--- config.mk ---
export PLATFORM = sky130hd
export DESIGN_NAME = seq_adder_slicer
export DESIGN_NICKNAME = d
export VERILOG_FILES = /design/src/rtl/seq_adder_slicer.sv
export SDC_FILE = /design/constraint.sdc
export NUM_CORES = 1
export LEC_CHECK = 0
export BUFFER_PORTS_ARGS = -buffer_cell sky130_fd_sc_hd__buf_2
export CAP_MARGIN = 10
export CORE_MARGIN = 2
export CORE_UTILIZATION = 39
export CTS_BUF_LIST = sky130_fd_sc_hd__clkbuf_4 sky130_fd_sc_hd__clkbuf_8
export DETAILED_ROUTE_END_ITERATION = 6
export PLACE_DENSITY = 0.65
export SYNTH_ARGS = -nofsm -noshare
export SYNTH_HDL_FRONTEND = slang
export SYNTH_SLANG_ARGS = --single-unit
--- constraint.sdc ---
create_clock -name clk -period 1.2 [get_ports clk]
set_input_delay 0.06 -clock clk [delete_from_list [all_inputs] [get_ports clk]]
set_output_delay 0.06 -clock clk [all_outputs]
set_load 0.1 [all_outputs]
--- src/rtl/seq_adder_slicer.sv ---
// seq_adder_slicer
//   Multi-cycle W-bit adder controller driving an external N-bit ripple adder slice.
//   An operand pair is accepted over valid/ready, presented to the slice N bits per
//   cycle (LSB slice first) with the carry registered between passes, and the
//   assembled W-bit sum plus carry-out is returned over valid/ready.
//   P = W/N passes; W must be an integer multiple of N (W == N is legal, P = 1).
//
// Optional feature (macro SEQ_ADD_OVF_EN):
//   Adds out_ovf, the two's-complement overflow of the W-bit add, taken from the
//   final pass and registered alongside out_sum.
//
// Ports
//   clk, rst_n            clock (rising edge), async active-low reset
//   in_valid/in_ready     operand handshake
//   in_a, in_b, in_cin    W-bit operands and carry-in
//   add_a, add_b, add_cin slice operands to the external adder (zero outside RUN)
//   add_s, add_cout       slice result from the external adder (combinational)
//   out_valid/out_ready   result handshake
//   out_sum, out_cout     W-bit sum and carry-out
//   out_ovf               signed overflow (SEQ_ADD_OVF_EN only)

module seq_adder_slicer #(
    parameter int unsigned W = 32,
    parameter int unsigned N = 8
) (
    input  logic         clk,
    input  logic         rst_n,
    input  logic         in_valid,
    output logic         in_ready,
    input  logic [W-1:0] in_a,
    input  logic [W-1:0] in_b,
    input  logic         in_cin,
    output logic [N-1:0] add_a,
    output logic [N-1:0] add_b,
    output logic         add_cin,
    input  logic [N-1:0] add_s,
    input  logic         add_cout,
    output logic         out_valid,
    input  logic         out_ready,
    output logic [W-1:0] out_sum,
`ifdef SEQ_ADD_OVF_EN
    output logic         out_cout,
    output logic         out_ovf
`else
    output logic         out_cout
`endif
);

    localparam int unsigned P      = W / N;
    localparam int unsigned KW     = (P > 1) ? $clog2(P) : 1;
    localparam logic [KW-1:0] K_LAST = KW'(P - 1);

    typedef enum logic [1:0] {
        IDLE = 2'd0,
        RUN  = 2'd1,
        DONE = 2'd2
    } state_e;

    state_e        state_q, state_d;
    logic [W-1:0]  a_q, a_d;
    logic [W-1:0]  b_q, b_d;
    logic [W-1:0]  sum_q, sum_d;
    logic          carry_q, carry_d;
    logic [KW-1:0] k_q, k_d;
    logic          in_ready_q, out_valid_q, run_q;
`ifdef SEQ_ADD_OVF_EN
    logic          ovf_q, ovf_d;
`endif

    // Next sum register value: new slice enters at the top, earlier slices move down.
    logic [W-1:0]  sum_shift;
    if (W == N) begin : g_single
        assign sum_shift = add_s;
    end else begin : g_multi
        assign sum_shift = {add_s, sum_q[W-1:N]};
    end

    // State register and datapath registers.
    always_ff @(posedge clk or negedge rst_n) begin
        if (!rst_n) begin
            state_q     <= IDLE;
            a_q         <= '0;
            b_q         <= '0;
            sum_q       <= '0;
            carry_q     <= 1'b0;
            k_q         <= '0;
            in_ready_q  <= 1'b1;
            out_valid_q <= 1'b0;
            run_q       <= 1'b0;
`ifdef SEQ_ADD_OVF_EN
            ovf_q       <= 1'b0;
`endif
        end else begin
            state_q     <= state_d;
            a_q         <= a_d;
            b_q         <= b_d;
            sum_q       <= sum_d;
            carry_q     <= carry_d;
            k_q         <= k_d;
            in_ready_q  <= (state_d == IDLE);
            out_valid_q <= (state_d == DONE);
            run_q       <= (state_d == RUN);
`ifdef SEQ_ADD_OVF_EN
            ovf_q       <= ovf_d;
`endif
        end
    end

    // Next-state and datapath update.
    always_comb begin
        state_d = state_q;
        a_d     = a_q;
        b_d     = b_q;
        sum_d   = sum_q;
        carry_d = carry_q;
        k_d     = k_q;
`ifdef SEQ_ADD_OVF_EN
        ovf_d   = ovf_q;
`endif
        unique case (state_q)
            IDLE: begin
                if (in_valid) begin
                    a_d     = in_a;
                    b_d     = in_b;
                    carry_d = in_cin;
                    k_d     = '0;
                    state_d = RUN;
                end
            end
            RUN: begin
                sum_d   = sum_shift;
                carry_d = add_cout;
                a_d     = a_q >> N;
                b_d     = b_q >> N;
                k_d     = k_q + KW'(1);
`ifdef SEQ_ADD_OVF_EN
                // Only the last pass sees the operand MSBs; earlier values are overwritten.
                ovf_d   = (a_q[N-1] == b_q[N-1]) && (add_s[N-1] != a_q[N-1]);
`endif
                if (k_q == K_LAST) begin
                    state_d = DONE;
                end
            end
            DONE: begin
                if (out_ready) begin
                    state_d = IDLE;
                end
            end
            default: state_d = IDLE;
        endcase
    end

    // Slice drive is forced to zero outside RUN.
    assign add_a     = run_q ? a_q[N-1:0] : '0;
    assign add_b     = run_q ? b_q[N-1:0] : '0;
    assign add_cin   = run_q & carry_q;

    assign in_ready  = in_ready_q;
    assign out_valid = out_valid_q;
    assign out_sum   = sum_q;
    assign out_cout  = carry_q;
`ifdef SEQ_ADD_OVF_EN
    assign out_ovf   = ovf_q;
`endif

endmodule

=== Word level (Yosys, flattened, before mapping) ===
Cells that the tools add are included.

* Register bits: 104
* Word-level logic and storage cells: 35
* Output and inout bits: 52
* Input bits: 78

* Bitwise logic cells: 1
* Equality and inequality tests: 6
* Add/sub/neg operators: 1
* Reductions and logical operators: 4
* Multiplexer cells: 14

{| class="wikitable"
|+ Operators by type and width
! kind !! number
|-
| $pmux 32 s2 || 2
|-
| $mux 32 || 2
|-
| $mux 8 || 2
|-
| $mux 2 || 4
|-
| $eq 2x2->1 const B || 3
|-
| $pmux 2 s3 || 1
|-
| $eq 2x1->1 const B || 2
|-
| $logic_not 2->1 || 2
|-
| $pmux 2 s2 || 1
|-
| $add 2x1->2 const B || 1
|-
| $ne 2x2->1 const B || 1
|-
| $pmux 1 s2 || 1
|-
| $reduce_and 2->1 || 1
|-
| $reduce_bool 2->1 || 1
|-
| $and 1x1->1 || 1
|-
| $mux 1 || 1
|}

=== Logic depth before layout (Yosys ltp) ===
Gate-level depths: netlist (run 1).

* Word-level depth: 4
* Depth in mapped cells: 6
* Depth with buffers taken out: 4

=== Worst setup path before layout (run 1) ===
OpenSTA, ideal clock, no wires.

* Kind: register -> output
* Start point: register carry_q, in the netlist out_cout
* End point: output port add_cin
* Data required time: 1.140 ns
* Path slack: -0.653 ns
* Arrival time: 1.793 ns
* Buffers on the path: 0
* Stages on the path, launching flop included: 2
* Cells stage by stage: dfrtp_1 and2_1

* Word-level cells in the longest chain between the ends: 1

{| class="wikitable"
|+ Ends and longest elaborated chain
! element !! RTL line !! text
|-
| from (decl) || 63 || <nowiki>logic carry_q, carry_d;</nowiki>
|-
| from (signal assigned) || 98 || <nowiki>carry_q <= carry_d;</nowiki>
|-
| $and 1x1->1 || 156 || <nowiki>assign add_cin = run_q & carry_q;</nowiki>
|-
| to (decl) || 35 || <nowiki>output logic add_cin,</nowiki>
|}

Every way passes these cells.

=== Final worst setup path (run 1) ===
* Start point: register state_q[1]
* End point: register sum_q[8], in the netlist out_sum[8]

* Word-level cells in the longest chain between the ends: 1

{| class="wikitable"
|+ Ends and longest elaborated chain
! element !! RTL line !! text
|-
| from (decl) || 59 || <nowiki>state_e state_q, state_d;</nowiki>
|-
| from (signal assigned) || 94 || <nowiki>state_q <= state_d;</nowiki>
|-
| $eq 2x1->1 || 120 || <nowiki>unique case (state_q)</nowiki>
|-
| to (signal assigned) || 97 || <nowiki>sum_q <= sum_d;</nowiki>
|-
| to (decl) || 62 || <nowiki>logic [W-1:0] sum_q, sum_d;</nowiki>
|}

Every way passes these cells.
A chain may end at the register's enable or synchronous reset.

==> run_results.csv, run 1 <==
group,metric,value,unit
synth,synth_nets,573,
floorplan,io_pins,130,
floorplan,dieArea,12700,um2
routing,drt_iter0_drc,301,
cells_and_area,n_fill_cell,675,
critical_path,critical_path_required,1510,ps
clocking,clk_pin_slew,100,ps
synth,ys_top_cells_by_area,"dfrtp_1 (56%), nand2_1 (11%), o32ai_1 (6.3%)",
global_routing,track_usage,23.0,%
synth,synth.most_common_cell,"nand2_1",
routing,drc,0,
synth,synth_edf_count,0,
critical_path,crit_arrival,1740,ps
sta,setup_violations,119,
clocking,clkLatencyLatePin,380,ps
job,cap_violations,0,
sta,report.final.slew_viol_count,0,
synth,synthFlopType,"dfrtp_1",
sta,hold_viol,0,
place,place_hpwl,9050,um
critical_path,r2r-start,"state_q[1]",
floorplan,core,11500,um2
sta,post-route-min-period,1440,ps
routing,finalWirelength,18200,um
synth,syn_inst,494,
clocking,root_buffer,"clkbuf_8",
cells_and_area,regArea,2610,um2
min_path,hp-class,"primary input to flip-flop",
min_path,hold_start,"in_a[21]",
synth,seq_area_frac_synth,56.6,%
place,gp_congestion,0.777,
synth,synthTopCellsByCount,"nand2_1 (130), dfrtp_1 (103), nor2_1 (36), o22ai_1 (33), o32ai_1 (33)",
synth,async_flop_share,100,%
floorplan,start_util,40.1,%
floorplan,die_h,113,um
cells_and_area,drive_gt1_share,52.9,%
routing,ant_nets,0,
cells_and_area,area_delta_synth_final,91.0,%
place,placed_cells,750,
synth,yosys_warnings,0,
sta,fin_crit_sh,120,%
global_routing,antenna_found_initial,0,
clocking,clockBufferDepth,2,
routing,drt_pass1_iterations,5,
status,status,"complete, but fails checks",
place,numPortBuffers,129,
synth,synth_top_cell_by_area,"dfrtp_1",
critical_path,crit_path_max_fanout,6,
synth,synth_cell_types,24,
routing,vias,4981,
cells_and_area,multi_input_area,2740,um2
critical_path,worst_setup_path_end_kind,"flip-flop",
cells_and_area,antenna_cells,0,
synth,synth_top_cell_area_share,56.1,%
sta,rsz0062_at_grt,"yes",
synth,synthesis.area,4600,um2
global_routing,grt_pass1_wl,23300,um
routing,vias_per_cell,5.67,
clocking,cts_tree,"done",
critical_path,startpoint_type,"flip-flop",
cells_and_area,stdcell_count,879,
sta,finClkSkew,11.9,ps
synth,ys_ff_latch,104,
clocking,clock_sinks,104,
critical_path,critPathKind,"flip-flop to flip-flop",
cells_and_area,final_nets,810,
status,violations,"negative setup slack",
global_routing,first_global_vias,4598,
global_routing,grt_overflow_total,0,
floorplan,rows,39,
sta,setup_ws,-236,ps
floorplan,die_x,113,um
clocking,htree_levels,3,
critical_path,crit_start,"state_q[1]",
sta,worst_slew_pin_slew,484,ps
synth,syn_area_per_cell,9.31,um2
global_routing,grt_max_degree,35,
routing,wl_per_cell,20.7,um
sta,max_freq,0.696,GHz
clocking,cts_buffers,9,
sta,max-slew-margin-rel,68.0,%
-- final cells by class --
type	count	share of cell area, %
inverter	2	0.228
timing repair buffer	270	34.0
tap	143	2.04
multi-input combinational	344	31.1
clock inverter	3	1.03
sequential	104	29.7
clock buffer	13	1.89
-- metrics by stage --
step	worst slack (ps)	utilization, %	cell area [um2]	setup TNS [ps]	hold WS, ps
2_1_floorplan	-97.4	-	4940	-2400	-236
3_3_place_gp	-84.9	53.4	6120	-293	-11.0
3_5_place_dp	-91.3	53.4	6120	-958	-13.4
4_1_cts	-140	65.5	7510	-2180	0.637
5_1_grt	-275	76.6	8780	-17370	5.85
6_report	-236	76.6	8780	-11540	11.4
-- routing by layer --
metal	wire length, um	vias up	global-route usage [%]	share of wire [%]
met1	7040	2488	30.8	39
li1	-	2219	-	-
met2	9590	225	38.7	53
met5	0	-	0	0
met4	553	0	6.42	3.0
met3	1040	49	3.89	5.7
-- flip-flops by register name, indices dropped and copies added (netlist names) --
| register | cells |
|---|---|
| a_q | 32 |
| b_q | 32 |
| out_sum | 32 |
| k_q | 2 |
| state_q | 2 |
| in_ready | 1 |
| out_cout | 1 |
| out_valid | 1 |
| run_q | 1 |
-- worst max-delay path, cell delays in order, from the launching register on --
cell and delay (ps):
dfrtp_1 440, buf_6 160, nor2b_4 240, buf_12 190
clkbuf_16 160, nand2_1 80, nand2_1 100
-- cell families (layout without fill, tap and decap cells) --
| kind of cell | count (synthesis) | count (layout) | share of synthesized area, % |
|---|---|---|---|
| and+or+nand+nor | 222 | 222 | 20.3 |
| AOI/OAI and AO/OA | 121 | 121 | 17.7 |
| DFF | 104 | 104 | 56.6 |
| buffers and inverters | 46 | 288 | 5.09 |
| adders and majority gates | 1 | 1 | 0.272 |
-- final timing paths --
check,depth (start not counted),slack [ps],end
max reg2reg,6,-240,out_sum[8]
min,3,10,a_q[21]
max in group asynchronous,3,520,run_q
max,6,-240,out_sum[8]
min in group asynchronous,2,130,b_q[26]
min reg2reg,2,480,out_sum[3]
-- timing repair --
item | 4_1_cts | 5_1_grt
gates cloned | 4 | 24
gates resized for setup | 80 | 188
setup buffers | 5 | 7
pin swaps | 14 | 122
hold endpoints to repair | 175 | 0
endpoints found under the setup margin | 84 | 121
hold buffers | 73 | 0
-- cells in the final DEF, fill, tap and decap left out, drive strengths merged, types with 2 or more instances in the layout --
cell,instances
nor2,36
clkbuf,32
o32ai,33
a21o,2
nand2,130
o22ai,33
o21ai,35
dfrtp,103
nor2b,3
and2,17
buf,178
nand3,32
nand2b,2
a22oi,16
dlygate4sd3,73
bufinv,3
a21oi,2
Power of run 1 is not shown: default switching activity piles up to over one toggle a cycle in this logic, so the estimate is an artifact.
==> run 2: changes to the inputs <==
- BUFFER_PORTS_ARGS: -buffer_cell sky130_fd_sc_hd__buf_2 -> default
- DONT_BUFFER_PORTS: default -> 1
- PLACE_DENSITY: 0.65 -> default
==> run_results.csv, run 2 (same netlist as run 1, synthesis figures left out) <==
group,metric,value,unit
job,cap_violations,0,
sta,max_freq,0.702,GHz
global_routing,track_usage,25.7,%
sta,setup_violations,119,
place,numPortBuffers,0,
sta,max-slew-margin-rel,79.0,%
sta,post-route-min-period,1420,ps
routing,vias,4574,
critical_path,r2r_cells,6,
routing,ant_nets,0,
clocking,clkLatencyLatePin,400,ps
clocking,cts_tree,"done",
cells_and_area,final_common_cell,"dfrtp_1",
sta,finClkSkew,14.1,ps
global_routing,grt_overflow_total,0,
status,violations,"negative hold slack, negative setup slack",
routing,dr_wl_met2,9340,um
sta,report.final.slew_viol_count,0,
routing,drt_iter0_drc,178,
clocking,clockBufferDepth,2,
routing,wl_met3,794,um
routing,top_layer,"met4",
routing,vias_per_cell,5.67,
cells_and_area,n_fill_cell,713,
clocking,htree_levels,3,
clocking,cts_buffers,9,
routing,drc,0,
clocking,clock_sinks,104,
cells_and_area,area_delta_synth_final,86.5,%
clocking,clk_pin_slew,100,ps
routing,finalWirelength,17800,um
global_routing,first_global_vias,4700,
min_path,hp-class,"primary input to async pin",
sta,rsz0062_at_grt,"yes",
cells_and_area,final_cell_mix,"dfrtp_1 (98), nand2_1 (81), dlygate4sd3_1 (75)",
floorplan,start_util,40.1,%
routing,wl_per_cell,22.1,um
clocking,hold_buffers,75,
cells_and_area,antenna_cells,0,
sta,hold_viol,104,
critical_path,startpoint_type,"flip-flop",
critical_path,crit_arrival,1360,ps
global_routing,grt_pass1_wl,25500,um
sta,fin_crit_sh,119,%
sta,setup_ws,-224,ps
critical_path,r2r-start,"state_q[0]",
global_routing,grt_max_degree,105,
clocking,root_buffer,"clkbuf_8",
critical_path,critical_path_required,1140,ps
global_routing,antenna_found_initial,0,
cells_and_area,drive_gt1_share,47.1,%
floorplan,die_h,113,um
place,place_hpwl,8380,um
routing,drt_pass1_iterations,4,
floorplan,rows,39,
critical_path,r2r_slack,-210,ps
status,status,"complete, but fails checks",
cells_and_area,final_nets,738,
critical_path,critPathKind,"flip-flop to output pin",
floorplan,die_x,113,um
place,gp_congestion,0.789,
floorplan,io_pins,130,
floorplan,dieArea,12700,um2
critical_path,crit_path_max_fanout,17,
sta,worst_slew_pin_slew,315,ps
sta,timing.hold.ws,-652,ps
critical_path,worst_setup_path_end_kind,"output pin",
critical_path,r2r-end,"a_q[9]",
floorplan,core,11500,um2
routing,drt-met1-wl,7120,um
[run 2: cell types whose count changed in the layout (fill, tap and decap cells not counted), moves of 7 or more]
cell       delta
and2_2       +11
and2_4       -11
buf_12        +7
buf_4         -9
o22ai_2      -11
buf_16        +7
o22ai_1      +14
o32ai_2      -17
buf_6        +11
buf_2        -77
clkbuf_16    -11
o32ai_4      +17
[run 2: worst max path at each step]
stage | start | endpoint | slack [ps] | cells after the start
after floorplan | out_cout | add_cin | -100 | 1
after global placement | state_q[0] | a_q[3] | -50 | 4
after detailed placement | state_q[0] | out_cout | -100 | 4
after CTS | run_q | add_b[4] | -200 | 3
after global routing | run_q | add_a[1] | -250 | 3
final | run_q | add_a[1] | -220 | 3
[run 2: metrics by stage]
step	cells	setup TNS, ps	area (um2)	setup slack (ps)	utilization, %
6_report	807	-16230	8580	-224	74.8
5_1_grt	807	-20240	8580	-246	74.8
4_1_cts	803	-12160	7820	-203	68.2
3_5_place_dp	671	-2010	5760	-96.9	50.3
3_3_place_gp	671	-241	5760	-46.4	50.3
2_1_floorplan	494	-2400	4940	-97.4	-
[run 2: area by class of cell]
| type | count | area (um2) | share of cell area (%) |
|---|---|---|---|
| multi-input cells | 344 | 2850 | 33.2 |
| repair buffers | 198 | 2710 | 31.6 |
| flip-flops and latches | 104 | 2610 | 30.4 |
| well taps | 143 | 179 | 2.09 |
| clock buffers | 12 | 159 | 1.85 |
| clock inverters | 4 | 51.3 | 0.598 |
| inverters | 2 | 20.0 | 0.233 |
[run 2: critical path: stages, from the launching register on]
cell and delay (ps):
dfrtp_2 430, buf_12 160, and2_2 200, buf_12 170
[run 2: repair_timing]
item | in CTS | in global routing
setup buffers | 22 | 5
endpoints found under the hold margin | 180 | 104
pin swaps | 77 | 109
cloned | 20 | 9
setup endpoints to repair | 109 | 131
gates resized for setup | 122 | 153
[run 2: routing by layer]
| layer | global-route usage, % | vias up |
|---|---|---|
| met1 | 32.9 | 2326 |
| met4 | 7.40 | 0 |
| li1 | - | 2073 |
| met2 | 43.0 | 136 |
| met3 | 6.97 | 39 |
| met5 | 0 | - |
Power of run 2 is left out for the same reason.
